$ cat src/rtl/mem_view_ctrl.sv
// -----------------------------------------------------------------------------
// mem_view_ctrl
//
// Front-panel memory inspector. A single bouncing pushbutton steps an 8-bit
// inspection address up or down. Each accepted step issues one read of the
// new address and latches the returned 16-bit word. The address and the
// selected byte of the latched word are presented as nibbles for a 4-digit
// display controller. After every reset one read of address 0x00 is issued
// automatically, so the display never shows stale data after power-up.
//
// Ports
//   clk_in     in   1   system clock, rising-edge active
//   reset      in   1   asynchronous, active-high reset
//   step_btn   in   1   raw pushbutton (unsynchronized, bouncing)
//   dir        in   1   step direction: 0 = increment, 1 = decrement
//   byte_sel   in   1   displayed byte: 0 = low byte, 1 = high byte
//   mem_rdata  in  16   memory read data
//   mem_addr   out  8   current inspection address
//   mem_rd     out  1   one-cycle read strobe
//   busy       out  1   high while a read is in progress
//   S_hi/S_lo  out 4/4  mem_addr[7:4] / mem_addr[3:0]
//   R_hi/R_lo  out 4/4  high / low nibble of the selected latched byte
//   fsm_state  out  2   controller state (IDLE=0, READ=1, WAIT=2, LATCH=3)
//
// Memory handshake: mem_rd is a one-cycle request with mem_addr held stable
// for that cycle; the memory has no ready/stall. mem_rdata must be valid
// exactly RD_LATENCY cycles after the cycle mem_rd is high, which is the
// LATCH cycle, and is captured on the rising edge that ends LATCH.
// No new request is issued until the current one has been latched.
//
// Parameters
//   DEBOUNCE_CYCLES  consecutive disagreeing synchronized samples needed
//                    before the debounced level follows the button (>= 1)
//   RD_LATENCY       memory read latency in cycles, 1..7
// -----------------------------------------------------------------------------
module mem_view_ctrl #(
  parameter int DEBOUNCE_CYCLES = 500000,
  parameter int RD_LATENCY      = 1
) (
  input  logic        clk_in,
  input  logic        reset,
  input  logic        step_btn,
  input  logic        dir,
  input  logic        byte_sel,
  input  logic [15:0] mem_rdata,
  output logic [7:0]  mem_addr,
  output logic        mem_rd,
  output logic        busy,
  output logic [3:0]  S_hi,
  output logic [3:0]  S_lo,
  output logic [3:0]  R_hi,
  output logic [3:0]  R_lo,
  output logic [1:0]  fsm_state
);

  typedef enum logic [1:0] {
    S_IDLE  = 2'd0,
    S_READ  = 2'd1,
    S_WAIT  = 2'd2,
    S_LATCH = 2'd3
  } state_t;

  // Counter wide enough to hold DEBOUNCE_CYCLES-1 even when it is 0.
  localparam int              CNT_W    = $clog2(DEBOUNCE_CYCLES + 1);
  localparam logic [CNT_W-1:0] CNT_LAST = CNT_W'(DEBOUNCE_CYCLES - 1);
  // WAIT lasts RD_LATENCY-1 cycles; the counter is loaded with the number
  // of extra WAIT cycles still to spend after the first one.
  localparam logic [2:0]      WAIT_INIT = 3'(RD_LATENCY - 2);

  // ---------------------------------------------------------------------------
  // Button conditioning: 2-flop synchronizer, then a debounce counter that
  // counts consecutive cycles the synchronized level disagrees with the
  // debounced level. Any agreeing cycle clears the count.
  // ---------------------------------------------------------------------------
  logic             sync1;
  logic             sync2;
  logic             deb;
  logic             deb_d1;
  logic [CNT_W-1:0] deb_cnt;
  logic             step_pulse;

  always_ff @(posedge clk_in or posedge reset) begin
    if (reset) begin
      sync1   <= 1'b0;
      sync2   <= 1'b0;
      deb     <= 1'b0;
      deb_d1  <= 1'b0;
      deb_cnt <= '0;
    end else begin
      sync1  <= step_btn;
      sync2  <= sync1;
      deb_d1 <= deb;
      if (sync2 != deb) begin
        if (deb_cnt == CNT_LAST) begin
          deb     <= sync2;
          deb_cnt <= '0;
        end else begin
          deb_cnt <= deb_cnt + 1'b1;
        end
      end else begin
        deb_cnt <= '0;
      end
    end
  end

  // One-cycle pulse on the rising edge of the debounced level only.
  assign step_pulse = deb & ~deb_d1;

  // ---------------------------------------------------------------------------
  // Read controller. Reset parks the FSM in READ so that the first cycle
  // after deassertion issues the automatic read of address 0x00.
  // Step pulses outside IDLE are simply not looked at, so they are dropped.
  // ---------------------------------------------------------------------------
  state_t      state;
  logic [2:0]  wait_cnt;
  logic [15:0] data_q;

  always_ff @(posedge clk_in or posedge reset) begin
    if (reset) begin
      state    <= S_READ;
      mem_addr <= 8'h00;
      data_q   <= 16'h0000;
      wait_cnt <= 3'd0;
    end else begin
      case (state)
        S_IDLE: begin
          if (step_pulse) begin
            // dir is only looked at on the accepting cycle; 8-bit wrap.
            mem_addr <= dir ? (mem_addr - 8'd1) : (mem_addr + 8'd1);
            state    <= S_READ;
          end
        end
        S_READ: begin
          if (RD_LATENCY == 1) begin
            state <= S_LATCH;
          end else begin
            state    <= S_WAIT;
            wait_cnt <= WAIT_INIT;
          end
        end
        S_WAIT: begin
          if (wait_cnt == 3'd0) begin
            state <= S_LATCH;
          end else begin
            wait_cnt <= wait_cnt - 3'd1;
          end
        end
        S_LATCH: begin
          data_q <= mem_rdata;
          state  <= S_IDLE;
        end
        default: state <= S_IDLE;
      endcase
    end
  end

  // The request strobe is a decode of the state register. It is gated by
  // reset because reset parks the FSM in READ, yet no request may be made
  // while reset is held.
  assign mem_rd    = (state == S_READ) && !reset;
  assign busy      = (state != S_IDLE);
  assign fsm_state = state;

  // ---------------------------------------------------------------------------
  // Display nibbles. The data digits come straight from the latched word so
  // a byte_sel change is visible at once, without a new memory read.
  // ---------------------------------------------------------------------------
  logic [7:0] sel_byte;

  assign sel_byte = byte_sel ? data_q[15:8] : data_q[7:0];
  assign S_hi     = mem_addr[7:4];
  assign S_lo     = mem_addr[3:0];
  assign R_hi     = sel_byte[7:4];
  assign R_lo     = sel_byte[3:0];

endmodule

$ cat config.mk
export PLATFORM = sky130hd
export DESIGN_NAME = mem_view_ctrl
export DESIGN_NICKNAME = d
export VERILOG_FILES = /design/src/rtl/mem_view_ctrl.sv
export SDC_FILE = /design/constraint.sdc
export NUM_CORES = 1
export LEC_CHECK = 0
export BUFFER_PORTS_ARGS = -buffer_cell sky130_fd_sc_hd__clkbuf_2
export CAP_MARGIN = 20
export CORE_MARGIN = 1.5
export CORE_UTILIZATION = 25
export DETAILED_ROUTE_END_ITERATION = 6
export PLACE_DENSITY = 0.52
export SLEW_MARGIN = 10
export SYNTH_ARGS = -nofsm -noshare
export SYNTH_HDL_FRONTEND = slang
export SYNTH_SLANG_ARGS = --single-unit
$ cat constraint.sdc
create_clock -name clk_in -period 2.05 [get_ports clk_in]
set_input_delay 0.205 -clock clk_in [delete_from_list [all_inputs] [get_ports clk_in]]
set_output_delay 0.205 -clock clk_in [all_outputs]
set_load 0.01 [all_outputs]
======== After elaboration in Yosys (flattened, before gate mapping) ========
Cells that the tools add are included.
operators by class
  bitwise logic cells ..................... 3
  $add $sub $neg .......................... 4
  reduce and logical (&&, ||, !) cells .... 9
  muxes and demuxes ....................... 7
  equality and inequality tests ........... 7
operator list
  kind                     count
  $mux W19                 2
  $add A19 B1 Y19 const B  1
  $eq A19 B19 Y1 const B   1
  $mux W8                  2
  $add A8 B1 Y8 const B    1
  $pmux W2 S4              1
  $reduce_and A2 Y1        4
  $sub A8 B1 Y8 const B    1
  $eq A2 B2 Y1 const B     2
  $mux W2                  2
  $ne A2 B2 Y1 const B     2
  $logic_not A3 Y1         1
  $sub A3 B1 Y3 const B    1
  $eq A2 B1 Y1 const B     1
  $logic_not A2 Y1         1
  $not A1 Y1               2
  $reduce_bool A2 Y1       1
  $and A1 B1 Y1            1
  $logic_and A1 B1 Y1      1
  $logic_not A1 Y1         1
  $ne A1 B1 Y1             1
storage, ports and cells
  flip-flop bits (word level) ............. 52

======== Longest topological paths before layout ========
Gate-level depths: netlist of run 1.
  depth in word-level cells ............... 4
  mapped depth ............................ 8

======== Least setup slack after synthesis of run 1 ========
OpenSTA, ideal clock, no wires.
  kind .................................... register to register
  start ................................... reg mem_addr[2]
  end ..................................... reg mem_addr[6]
  path slack .............................. 0.300 ns
  stages on the path, launching flop included .. 7
  setup time .............................. 0.095 ns
  buffers on the path ..................... 0
  data arrival time ....................... 1.654 ns
  data required time ...................... 1.955 ns
  clock period less this slack ............ 1.750 ns
  cells stage by stage .................... dfrtp_1 > ha_1 > nor2b_4 > o31a_1 > o21a_1 > o21a_1 > o31ai_1
on the way
  longest elaborated chain between the ends .. 2
ends and longest elaborated chain
  what                                                   line  text
  start, declared                                        46    output logic [7:0] mem_addr,
  start signal, assigned                                 129   mem_addr <= dir ? (mem_addr - 8'd1) : (mem_addr + 8'd1);
  $add A8 B1 Y8 / $sub A8 B1 Y8 (equally long branches)  129
  $mux W8 (*)                                            129
Every way passes the cells marked *; elsewhere a longest branch is shown, timed or not.
A chain may end at the register's enable or synchronous reset.

======== Worst setup path after layout of run 1 ========
  start ................................... reg mem_addr[1]
  end ..................................... reg mem_addr[7]
The elaborated chain is that of the path after synthesis.

==> qor.csv, run 1 <==
metric,value,unit
Worst Setup SP,mem_addr[1],
Place WS,182,ps
status,"complete, no violations",
worst r2r src,mem_addr[1],
non-filler instance count after layout,435,
Setup TNS,0,ps
Routed Wire Length,5.07,mm
Max Cap Violations,0,
DR WL/cell,11.6,um
leakage power,1.55,nW
DP HPWL,3.73,mm
Ys Warns,0,
drt drc,0,
Post-Syn Area per Cell,10.8,um2
IO Port Bufs,48,
Rel. slew slack,63.8,%
# H-tree levels,2,
HP Start,mem_rdata[15],
# IOs,49,
CTS Root Cell,clkbuf_8,
Die W,108,um
most area-hungry cell type in the Yosys netlist,dfrtp_1,
Layout Utilization,30.6,%
maximum vdd ir drop,0.306,mV
worst r2r path cells,6,
Rows,37,
placed insts,425,
#FFs+latches synth,52,
register area share after synthesis,47.6,%
ant diodes,0,
setup ws final,208,ps
TritonCTS Sinks,52,
vias in the first global route,2005,
Num CTS Buffers,5,
first-pass GRT wire length,8.98,mm
PD cells,566,mW/mm2
WHS Endpoint,data_q[15],
largest net degree at the start of global routing,29,
Vias/cell,4.43,
Synth area leaders,"dfrtp_1 47%, mux2_2 10%, ha_1 5.9%, xor2_1 4.5%, nor2_1 4.0%",
Post-Syn Area,0.00273,mm2
fin crit share,89.8,%
placer congestion estimate,0.819,
Synth Net Count,287,
Core Footprint,0.0105,mm2
minimum clock period,1840,ps
Post-synth EDFFs,0,
Critical Path Source Type,flop,
Worst-Skew Late Latency,310,ps
"CTS clk-pin slew, worst paths",110,ps
Unique masters post-synth,44,
post-synthesis instance total,252,
Die Height,108,um
crit path max fanout,5,
most frequent cells in the layout,"51 x dfrtp_1, 48 x clkbuf_2, 29 x nor2_1",
Total Routing Usage GR,9.68,%
top cell type's share of synthesized area,46.7,%
RSZ-0062 raised after global routing,false,
reg-to-reg critical path endpoint,mem_addr[7],
via count,1928,
share of layout cells above drive strength 1,30.8,%
fin nets,333,
actual slew at the worst max-slew pin,543,ps
WHS Path Cells,2,
Reg2Reg Setup Slack,210,ps
final hold violations,0,
Post-synth top flop,dfrtp_1,
die area,0.0116,mm2
"commonest non-fill, non-tap cell in the layout",dfrtp_1,
drt first pass iters,4,
critical path endpoint category,flop,
skew final,12.2,ps
initial core utilization,26.1,%
setup bufs post-CTS,0,
Clock Path Buffers,2,
CTS tree,built,
Detail Route Antenna Nets,0,
DR iter-0 viols,40,
grt ovf,0,
max-slew violation count,0,
hold crit path type,in -> reg,
WP data arrival,2040,ps
Fmax,543,MHz
initial antenna violation count,0,
endpoints failing setup,0,
Layout area overhead,17.3,%
kind of critical path,reg -> reg,
worst path required time,2250,ps
Synth async-reset ratio,100,%
-- state kept, by name, indices dropped and copies added (netlist names) --
name,cells
deb_cnt,19
data_q,16
mem_addr,8
wait_cnt,3
fsm_state,2
deb,1
deb_d1,1
sync1,1
sync2,1
-- cell families (layout without fill, tap and decap cells) --
logic type / after synthesis / count (layout) / synth area share [%]
adder cells (fa/ha/maj): 14 / 14 / 6.68
AO/OA/AOI/OAI: 27 / 27 / 6.73
buffers and inverters: 27 / 74 / 5.58
flip-flops: 52 / 52 / 47.6
multiplexers: 26 / 26 / 10.7
XOR/XNOR: 23 / 23 / 7.37
AND/OR/NAND/NOR: 83 / 83 / 15.3
-- per-stage QoR --
stage	instance area (um2)	total power [mW]	hold WS [ps]
6_report	3210	1.82	115
5_1_grt	3210	1.91	108
4_1_cts	3210	1.85	104
3_5_place_dp	3090	1.21	289
3_3_place_gp	3090	1.20	287
2_1_floorplan	2730	1.16	236
-- cell usage after synthesis (all sizes together) (3+ instances only) --
cell type	instances
and3	4
nor2	29
ha	13
nand3	9
a211oi	3
mux2	25
nor3	7
o21ai	8
a21o	3
nand2	19
nand4	4
xnor2	9
inv	12
clkbuf	3
o21a	3
buf	12
dfrtp	51
xor2	14
-- report_power, final --
| part | internal (mW) | leakage (nW) | switching (mW) |
|---|---|---|---|
| sequential | 1.03 | 0.687 | 0.00790 |
| combinational | 0.0639 | 0.818 | 0.0824 |
| clock | 0.250 | 0.0452 | 0.377 |
-- worst max path at each step --
stage | slack [ps] | cells past startpoint | to
floorplan | 300 | 6 | mem_addr[6]
global placement | 180 | 7 | mem_addr[7]
detailed placement | 180 | 7 | mem_addr[6]
CTS | 170 | 7 | mem_addr[7]
global route | 50 | 7 | mem_addr[7]
finish | 210 | 6 | mem_addr[7]
-- per-layer routing --
layer  share of wire [%]  track usage (%)
met3                 5.1             2.78
met1                  46             11.4
met4                0.91             2.82
met2                  48             17.0
met5                   0                0
-- layout make-up --
cell class / count / area [um2]
Clock buffer: 5 / 68.8
Multi-Input combinational cell: 173 / 1280
Tap cell: 136 / 170
Timing Repair Buffer: 54 / 315
Fill cell: 1105 / 7260
Sequential cell: 52 / 1300
Clock inverter: 3 / 25.0
Inverter: 12 / 45.0
-- timing repair --
item | 4_1_cts | 5_1_grt
endpoints found under the hold margin | 25 | 0
endpoints found under the setup margin | 0 | 1
resized for setup | 0 | 1
hold buffers | 2 | 0
-- critical path, cell delays in order, from the launching register on --
cell and delay [ps]:
dfrtp_1 440, ha_1 330, a211oi_2 290, nor2_1 100
a31oi_1 230, mux2i_1 110, a32o_1 240
Note: power is estimated with default switching activity, not from simulation.
==> inputs of run 2 (changes only) <==
- BUFFER_PORTS_ARGS: -buffer_cell sky130_fd_sc_hd__clkbuf_2 -> not set
- DONT_BUFFER_PORTS: not set -> 1
- PLACE_DENSITY: 0.52 -> 0.48
==> qor.csv, run 2 (same netlist as run 1, synthesis figures left out) <==
metric,value,unit
kind of critical path,reg -> reg,
status,"complete, no violations",
fin nets,292,
IO Port Bufs,0,
busiest layer in global routing,met2,
Total Routing Usage GR,9.40,%
initial core utilization,26.1,%
worst path required time,2260,ps
first-pass GRT wire length,8.62,mm
DP Area,0.00289,mm2
crit path max fanout,4,
worst r2r path cells,6,
ant diodes,0,
Layout area overhead,12.3,%
most frequent cells in the layout,"51 x dfrtp_1, 29 x nor2_1, 25 x mux2_2",
hold crit path type,in -> reg,
WP data arrival,2050,ps
Core Footprint,0.0105,mm2
setup bufs post-CTS,0,
DP HPWL,3.55,mm
placer congestion estimate,0.748,
TritonCTS Sinks,52,
routing usage on met1,11.9,%
largest net degree at the start of global routing,35,
Num CTS Buffers,5,
Die W,108,um
endpoints failing setup,0,
Fmax,544,MHz
Worst Setup SP,mem_addr[3],
Setup TNS,0,ps
Worst-Skew Late Latency,300,ps
skew final,6.46,ps
leakage power,1.41,nW
final hold violations,0,
Rows,37,
# H-tree levels,2,
initial antenna violation count,0,
CTS tree,built,
RSZ-0062 raised after global routing,false,
DR WL/cell,12.8,um
Routed Wire Length,5.06,mm
Vias/cell,4.41,
Detail Route Antenna Nets,0,
via count,1739,
Top Registers,"deb_cnt: 19 flops, data_q: 16 flops, mem_addr: 8 flops",
Reg2Reg Setup Slack,210,ps
critical path endpoint category,flop,
drt drc,0,
actual slew at the worst max-slew pin,464,ps
Critical Path Source Type,flop,
worst hold slack,43.7,ps
Clock Path Buffers,2,
"commonest non-fill, non-tap cell in the layout",dfrtp_1,
maximum vdd ir drop,0.353,mV
met2 Resource Use GR,15.7,%
drt first pass iters,4,
Die Height,108,um
CTS Root Cell,clkbuf_8,
# IOs,49,
Largest register FFs,19,
PD cells,690,mW/mm2
grt ovf,0,
reg-to-reg critical path endpoint,mem_addr[6],
M3 GR Usage,2.48,%
die area,0.0116,mm2
max-slew violation count,0,
fin crit share,89.7,%
crit path to,mem_addr[6],
"CTS clk-pin slew, worst paths",100,ps
DR iter-0 viols,71,
post-cts gate resize count,0,
share of layout cells above drive strength 1,19.8,%
vias in the first global route,1785,
largest reg by FF count,deb_cnt,
worst r2r src,mem_addr[3],
Rel. slew slack,69.0,%
total power,2.12,mW
Final Cell Area,0.00307,mm2
minimum clock period,1840,ps
Max Cap Violations,0,
-- run 2: cell count changes in the layout (fill, tap and decap cells not counted) --
| cell | previous run | this run |
|---|---|---|
| buf_12 | 2 | 1 |
| buf_4 | 2 | 10 |
| bufinv_16 | 0 | 3 |
| clkbuf_2 | 48 | 0 |
| clkinvlp_4 | 1 | 0 |
| inv_6 | 2 | 0 |
| or2_0 | 0 | 1 |
| or2_1 | 2 | 1 |
-- run 2: per-layer routing --
layer	up-vias	part of all wire, %
li1	858	-
met1	841	46
met2	35	48
met3	5	5.0
met4	0	0.81
met5	-	0
-- run 2: report_power, final --
group / total (mW) / internal, mW / switching [mW]
clock: 0.959 / 0.610 / 0.349
sequential: 1.04 / 1.03 / 0.00667
combinational: 0.118 / 0.0484 / 0.0699
total: 2.12 / 1.69 / 0.425
-- run 2: per-stage QoR --
stage,std cells,utilization (%),worst slack (ps)
after floorplan,252,-,300
after global placement,384,27.6,246
after detailed placement,384,27.6,237
after CTS,394,29.3,202
after global routing,394,29.3,24.2
final,394,29.3,211
-- run 2: area by class of cell --
class,instances,area (um2)
Clock buffer,5,68.8
Clock inverter,3,90.1
Fill cell,1109,7390
Inverter,12,45.0
Multi-Input combinational cell,173,1280
Sequential cell,52,1300
Tap cell,136,170
Timing Repair Buffer,13,115
-- run 2: what timing repair did --
action                                  4_1_cts  5_1_grt
endpoints found under the setup margin        0        0
hold buffers                                  2        0
endpoints found under the hold margin        19        0
-- run 2: worst min-delay path by stage --
stage	slack (ps)	end	cells past startpoint	startpoint
6_report	40	data_q[6]	1	mem_rdata[6]
5_1_grt	30	data_q[6]	1	mem_rdata[6]
4_1_cts	30	data_q[6]	1	mem_rdata[6]
3_5_place_dp	140	mem_addr[5]	1	reset
3_3_place_gp	130	mem_addr[5]	1	reset
2_1_floorplan	240	sync1	0	step_btn
-- run 2: worst max-delay path, cell delays in order (launching register included) --
cell and delay (ps):
dfrtp_1 480, ha_1 360, o21a_1 190, o31a_1 110, o21a_1 190, o21a_1 170
o31ai_1 240
==> inputs of run 3 (changes only) <==
- CELL_PAD_IN_SITES_DETAIL_PLACEMENT: not set -> 1
- CELL_PAD_IN_SITES_GLOBAL_PLACEMENT: not set -> 1
- GPL_TIMING_DRIVEN: not set -> 0
- PLACE_DENSITY: 0.48 -> 0.56
- SLEW_MARGIN: 10 -> not set
==> qor.csv, run 3 (same netlist as run 1, synthesis figures left out) <==
metric,value,unit
# IOs,49,
CP max-delay cell,dfrtp_1,
Die Height,108,um
fillcell total,1203,
minimum clock period,1910,ps
CP Cell Sequence,ha_1 > a21o_1 > a31oi_1 > and3_1 > mux2i_1 > a32o_1,
PD cells,582,mW/mm2
Comb pwr share,7.1,%
skew final,5.75,ps
status,"complete, no violations",
"CTS clk-pin slew, worst paths",100,ps
setup bufs post-CTS,0,
WP data arrival,2110,ps
grt ovf,0,
crit path max fanout,6,
DR iter-0 viols,37,
CP top delay family,compound AO/OA/AOI/OAI gates,
worst path required time,2250,ps
largest net degree at the start of global routing,30,
setup ws final,141,ps
DP Area,0.00292,mm2
Worst-Skew Late Latency,310,ps
CTS tree,built,
kind of critical path,reg -> reg,
total power,1.77,mW
actual slew at the worst max-slew pin,539,ps
Net Switching,0.437,mW
placer congestion estimate,0.696,
Rows,37,
via count,1791,
final hold violations,0,
maximum vdd ir drop,0.239,mV
Detail Route Antenna Nets,0,
Critical Path Source Type,flop,
drt drc,0,
initial core utilization,26.1,%
IO Port Bufs,0,
Total Routing Usage GR,10.4,%
CTS Root Cell,clkbuf_8,
Vias/cell,4.50,
Sequential Power Share,59.0,%
drt first pass iters,4,
Num CTS Buffers,5,
# H-tree levels,2,
die area,0.0116,mm2
CP bufs+invs,0,
initial antenna violation count,0,
RSZ-0062 raised after global routing,false,
"commonest non-fill, non-tap cell in the layout",dfrtp_1,
Routed Wire Length,5.34,mm
Clock Power Share,33.9,%
vias in the first global route,1953,
Final Cell Area,0.00304,mm2
fin crit share,93.1,%
leakage power,1.39,nW
Pint,1.33,mW
multi-input logic area,0.00128,mm2
ant diodes,0,
switch share,24.8,%
Max Cap Violations,0,
TritonCTS Sinks,52,
critical path endpoint category,flop,
fin nets,296,
Setup TNS,0,ps
hold crit path type,in -> reg,
max-slew violation count,0,
DP HPWL,4.01,mm
Top Registers,"deb_cnt: 19 flops, data_q: 16 flops, mem_addr: 8 flops",
DR WL/cell,13.4,um
Largest register FFs,19,
worst hold slack,37.7,ps
Place WS,51.2,ps
Clock Path Buffers,2,
share of layout cells above drive strength 1,21.0,%
largest reg by FF count,deb_cnt,
Layout area overhead,11.0,%
first-pass GRT wire length,9.52,mm
Fmax,524,MHz
Rel. slew slack,64.0,%
critical path's largest stage delay,460,ps
Reg area,0.00131,mm2
endpoints failing setup,0,
Core Footprint,0.0105,mm2
Reg2Reg Setup Slack,140,ps
most frequent cells in the layout,"49 x dfrtp_1, 29 x nor2_1, 25 x mux2_2",
Die W,108,um
[run 3: repair_timing]
item,4_1_cts,5_1_grt
hold buffers,2,0
setup endpoints to repair,0,16
gates resized for setup,0,4
hold endpoints to repair,23,0
[run 3: cell type report]
class	instances	area share, %
flip-flops and latches	52	43.0
multi-input cells	173	42.1
well taps	136	5.61
plain buffers	14	3.54
clock buffers	6	2.39
inverters	12	1.48
repair buffers	3	1.32
clock inverters	2	0.536
[run 3: final timing paths]
kind                               startpoint      endpoint  cells past startpoint
worst max-delay path              mem_addr[4]   mem_addr[7]                      6
worst min-delay path            mem_rdata[15]    data_q[15]                      1
worst max register to register    mem_addr[4]   mem_addr[7]                      6
worst min register to register          sync1         sync2                      0
max in group asynchronous               reset   deb_cnt[15]                      3
min in group asynchronous               reset  fsm_state[1]                      2
[run 3: per-layer routing]
metal,track usage [%],share of wire [%],up-vias
met1,13.0,47,882
li1,-,-,866
met2,17.2,47,38
met4,3.67,1.2,0
met3,2.60,4.2,5
met5,0,0,-
[run 3: power groups by stage]
stage	clock network, mW	logic [mW]	registers (mW)
2_1_floorplan	0	0.0968	1.06
3_3_place_gp	0	0.121	1.06
3_5_place_dp	0	0.126	1.06
4_1_cts	0.640	0.130	1.04
5_1_grt	0.671	0.144	1.04
6_report	0.599	0.126	1.04
[run 3: through the flow]
stage / util [%] / instances
global placement: 27.8 / 388
finish: 29.0 / 398
global route: 29.0 / 398
detailed placement: 27.9 / 389
CTS: 29.0 / 399
floorplan: - / 252
[run 3: worst register-to-register path, delay by kind of cell, from the launching register on]
| kind | cells | cell delay, ps |
|---|---|---|
| flip-flops | 1 | 460 |
| adder cells (fa/ha/maj) | 1 | 390 |
| multiplexers | 1 | 70 |
| AND/OR/NAND/NOR | 1 | 190 |
| AO/OA/AOI/OAI | 3 | 710 |
